### config.mk
export PLATFORM = sky130hd
export DESIGN_NAME = alu_arbiter
export DESIGN_NICKNAME = d
export VERILOG_FILES = /design/src/rtl/alu_arbiter.sv
export SDC_FILE = /design/constraint.sdc
export NUM_CORES = 1
export LEC_CHECK = 0
export CORE_AREA = 5 5 115 117
export DETAILED_ROUTE_END_ITERATION = 10
export DIE_AREA = 0 0 120 122
export PLACE_DENSITY = 0.82
export SLEW_MARGIN = 25
export SYNTH_ARGS = -nofsm -noshare
export SYNTH_HDL_FRONTEND = slang
export SYNTH_SLANG_ARGS = --single-unit
### constraint.sdc
create_clock -name clk -period 1.9 [get_ports clk]
set_input_delay 0.285 -clock clk [delete_from_list [all_inputs] [get_ports clk]]
set_output_delay 0.285 -clock clk [all_outputs]
set_load 0.03 [all_outputs]
### src/rtl/alu_arbiter.sv
// Round-robin arbiter that shares one multicycle ALU between two requesters,
// screens out illegal or divide-by-zero ops and returns one tagged response per grant.
module alu_arbiter #(
  parameter int WIDTH   = 32,
  parameter int ALU_LAT = 1
) (
  input  logic             clk,
  input  logic             rst,
  input  logic             req0_valid,
  output logic             req0_ready,
  input  logic [WIDTH-1:0] req0_a,
  input  logic [WIDTH-1:0] req0_b,
  input  logic [2:0]       req0_sel,
  input  logic             req1_valid,
  output logic             req1_ready,
  input  logic [WIDTH-1:0] req1_a,
  input  logic [WIDTH-1:0] req1_b,
  input  logic [2:0]       req1_sel,
  output logic [WIDTH-1:0] alu_a,
  output logic [WIDTH-1:0] alu_b,
  output logic [2:0]       alu_sel,
  input  logic [WIDTH-1:0] alu_y,
  output logic             rsp_valid,
  input  logic             rsp_ready,
  output logic             rsp_id,
  output logic [WIDTH-1:0] rsp_y,
  output logic             rsp_err,
  output logic             busy
);

  localparam logic [2:0] OP_DIV = 3'b011;
  localparam logic [2:0] OP_MOD = 3'b100;
  localparam logic [2:0] OP_POW = 3'b101;
  localparam int CW = (ALU_LAT < 2) ? 1 : $clog2(ALU_LAT + 1);

  typedef enum logic [1:0] {IDLE, EXEC, RESP} state_t;

  state_t          state;
  logic            rr_ptr;
  logic [CW-1:0]   cnt;

  logic            any_valid;
  logic            grant;
  logic [WIDTH-1:0] g_a;
  logic [WIDTH-1:0] g_b;
  logic [2:0]      g_sel;
  logic            g_err;

  // With both requesters valid the round-robin pointer decides; otherwise the lone one wins.
  always_comb begin
    any_valid = req0_valid | req1_valid;
    grant     = (req0_valid && req1_valid) ? rr_ptr : req1_valid;
    g_a       = grant ? req1_a   : req0_a;
    g_b       = grant ? req1_b   : req0_b;
    g_sel     = grant ? req1_sel : req0_sel;
    g_err     = (g_sel > OP_POW) || (((g_sel == OP_DIV) || (g_sel == OP_MOD)) && (g_b == '0));
  end

  assign req0_ready = (state == IDLE) && !grant && req0_valid;
  assign req1_ready = (state == IDLE) &&  grant && req1_valid;
  assign busy       = (state != IDLE);

  always_ff @(posedge clk) begin
    if (rst) begin
      state     <= IDLE;
      rr_ptr    <= 1'b0;
      cnt       <= '0;
      alu_a     <= '0;
      alu_b     <= '0;
      alu_sel   <= '0;
      rsp_valid <= 1'b0;
      rsp_id    <= 1'b0;
      rsp_y     <= '0;
      rsp_err   <= 1'b0;
    end else begin
      case (state)
        IDLE: begin
          if (any_valid) begin
            alu_a   <= g_a;
            alu_b   <= g_b;
            alu_sel <= g_sel;
            rsp_id  <= grant;
            rr_ptr  <= ~grant;
            if (g_err) begin
              rsp_err   <= 1'b1;
              rsp_y     <= '0;
              rsp_valid <= 1'b1;
              state     <= RESP;
            end else begin
              cnt   <= CW'(ALU_LAT);
              state <= EXEC;
            end
          end
        end
        EXEC: begin
          cnt <= cnt - 1'b1;
          if (cnt == CW'(1)) begin
            rsp_y     <= alu_y;
            rsp_err   <= 1'b0;
            rsp_valid <= 1'b1;
            state     <= RESP;
          end
        end
        RESP: begin
          if (rsp_ready) begin
            rsp_valid <= 1'b0;
            state     <= IDLE;
          end
        end
        default: state <= IDLE;
      endcase
    end
  end

endmodule

==> results.md, run 1 <==
* Outcome: finished, final reports clean
* Port bufs at 275
* Nature of the critical path endpoint: flop
* Leakage at 3.29 nW
* TritonRoute pass-1 iters at 5
* Drt drc at 0
* Worst Hold Depth at 3
* Final worst-path cycle share at 0.987
* Detail Placement HPWL at 13200 um
* Cells after synthesis at 467
* Worst Path Max Fanout at 8
* Clock Latency Late Sink at 0.34 ns
* First-pass GRT wire length at 27300 um
* All-layer global routing usage at 0.235
* Die height at 122 um
* Die footprint at 14600 sq um
* Synth Warn # at 0
* # rows at 41
* Layout Nets at 941
* Period minus WS final at 1.88 ns
* Flip-flop and latch area at 2120 sq um
* Final hold violations at 0
* Hold WC Path Type: in -> reg
* Remaining Overflow, GRT at 0
* Via-per-instance ratio at 5.64
* Power per cell area at 981 nW/um^2
* Wirelength per Cell at 20.1 um
* Clock Root Buffer: clkbuf_16
* Initial antenna violation count at 3
* Register area share after synthesis at 0.488
* Vias at 5235
* Total clock sinks at 106
* Required @ worst endpoint at 2.14 ns
* Final slew viol count at 0
* Layout cell share with drive strength beyond 1 at 0.148
* TNS Setup at 0 ns
* TritonCTS Buffers at 9
* Yosys reg bits at 106
* Hold bufs inserted after CTS at 0
* Kind of critical path: in -> reg
* Max-cap violations at 0
* Core Area at 12300 sq um
* Initial DRC Count at 635
* Worst R2R Path Depth at 7
* Syn Area/Cell at 9.30 sq um
* Post-route ant nets at 0
* Commonest non-fill, non-tap cell in the layout: clkdlybuf4s50_1
* Startpoint types: primary input
* Die X at 120 um
* Arr. time, crit path at 2.11 ns
* Fillers at 958
* Max Clk Rate at 0.533 GHz
* Post-Syn Area at 4350 sq um
* Slew Limit Headroom at 0.616
* GPL Wtd Cong at 0.887
* # IOs at 276
* Area of the multi-input gates at 2260 sq um
* H-tree depth at 3
* Synth cell types at 36
* Max Root-Sink Buffers at 2
* # setup viols final at 0
* Commonest cells after routing, fill and taps aside: 237 x clkdlybuf4s50_1, 105 x dfxtp_1, 73 x nor2_1
* Area grow syn2layout at 88.7%
* Syn_nets at 638
* Flop2flop setup slack at 0.14 ns
* Total power at 8.04 mW
* Vias in the first global route at 5339
* CTS tree: done
* Clock skew at 0.00802 ns
* Largest net degree at the start of global routing at 51
* Worst Tran Pin Value at 0.575 ns
* Clk slew on worst S/H paths at 0.07 ns
* Worst VDD drop at 0.434 mV
* Initial core utilization at 0.354
* Final wirelength at 18700 um
critical path, cell delays in order:
cell	delay, ns
clkdlybuf4s50_1	0.46
nor4_2	0.34
nand2_1	0.13
nor3_2	0.24
o21ai_4	0.13
o211a_4	0.31
a22o_1	0.21
synth_stat cells, drive strengths merged:
library cell    n  share of area
o21ai           5         0.0066
a22o           32          0.064
nor2b           1         0.0014
and4b           1         0.0023
nor2           76          0.066
buf            19          0.031
clkbuf         25          0.022
o211a           1         0.0040
a41oi           1         0.0037
nor3b           1         0.0043
nand2b          1         0.0014
nand4           2         0.0029
o21a            2         0.0035
a211oi         12          0.021
nor3            1         0.0012
o31ai           1         0.0017
a222oi         20          0.046
o311a           1         0.0023
mux2i          13          0.030
dfxtp         106           0.49
a311oi         35          0.071
a2bb2oi         1         0.0035
nand3          37          0.043
and3            1         0.0014
nor4           17          0.024
nand2          42          0.036
inv             3         0.0026
a21oi           8          0.010
mux2            2         0.0052
stage by stage:
step	hold WS, ns	instance area [sq um]	worst slack [ns]	utilization	std cells
after floorplan	0.418	4350	0.171	-	467
after global placement	0.455	7440	-0.678	0.607	893
after detailed placement	0.453	7460	-0.630	0.608	894
after CTS	0.372	8050	-0.0300	0.656	921
after global routing	0.301	8200	-0.0532	0.668	927
final	0.286	8200	0.0241	0.669	928
where the power goes:
group,internal [mW],switching [mW]
clock network,1.07,0.854
logic,1.50,1.82
registers,2.58,0.220
total,5.15,2.89
area by class of cell:
cell class / instances / share of cell area
inverter: 3 / 0.00137
clock inverter: 5 / 0.00763
sequential: 106 / 0.259
multi-input combinational: 317 / 0.275
antenna: 3 / 0.000916
tap: 150 / 0.0229
clock buffer: 11 / 0.0296
timing repair buffer: 333 / 0.403
state kept, by name, summed over array words and instances, names as in the netlist:
register,count
rsp_err,1
alu_sel,3
alu_a,32
rr_ptr,1
alu_b,32
rsp_id,1
rsp_y,32
cnt,1
state,2
rsp_valid,1
per-layer routing:
metal | vias up | wire length (um) | GRT usage
li1 | 2389 | - | -
met1 | 2489 | 6860 | 0.261
met2 | 304 | 9450 | 0.419
met3 | 51 | 1690 | 0.0729
met4 | 2 | 650 | 0.0974
met5 | - | 11 | 0
logic make-up after synthesis:
group,after synthesis,synth area share
simple gates,180,0.184
compound gates,119,0.237
flops,106,0.488
buf+inv,47,0.0553
mux,15,0.0351
path summary, 6_finish.rpt:
| path | to | from |
|---|---|---|
| worst max-delay path | rsp_y[20] | req1_b[1] |
| worst min-delay path | alu_b[26] | req0_b[26] |
| worst max register to register | alu_b[25] | state[1] |
| worst min register to register | rsp_y[13] | rsp_y[13] |
what timing repair did:
| action | CTS | global route |
|---|---|---|
| pin swaps | 13 | 23 |
| gates cloned | 3 | 2 |
| setup endpoints to repair | 60 | 38 |
| endpoints found under the hold margin | 0 | 0 |
| gates resized for setup | 56 | 30 |
| setup buffers | 8 | 3 |
No activity file was read; power rests on OpenSTA's default activity.
==> inputs of run 2 (changes only) <==
--- a/config.mk
+++ b/config.mk
@@ -5,6 +5,7 @@
 export SDC_FILE = /design/constraint.sdc
 export NUM_CORES = 1
 export LEC_CHECK = 0
+export CAP_MARGIN = 30
 export CORE_AREA = 5 5 115 117
 export DETAILED_ROUTE_END_ITERATION = 10
 export DIE_AREA = 0 0 120 122
==> results of run 2 <==
Same layout as run 1: the final DEF is identical, and so are final timing and power.
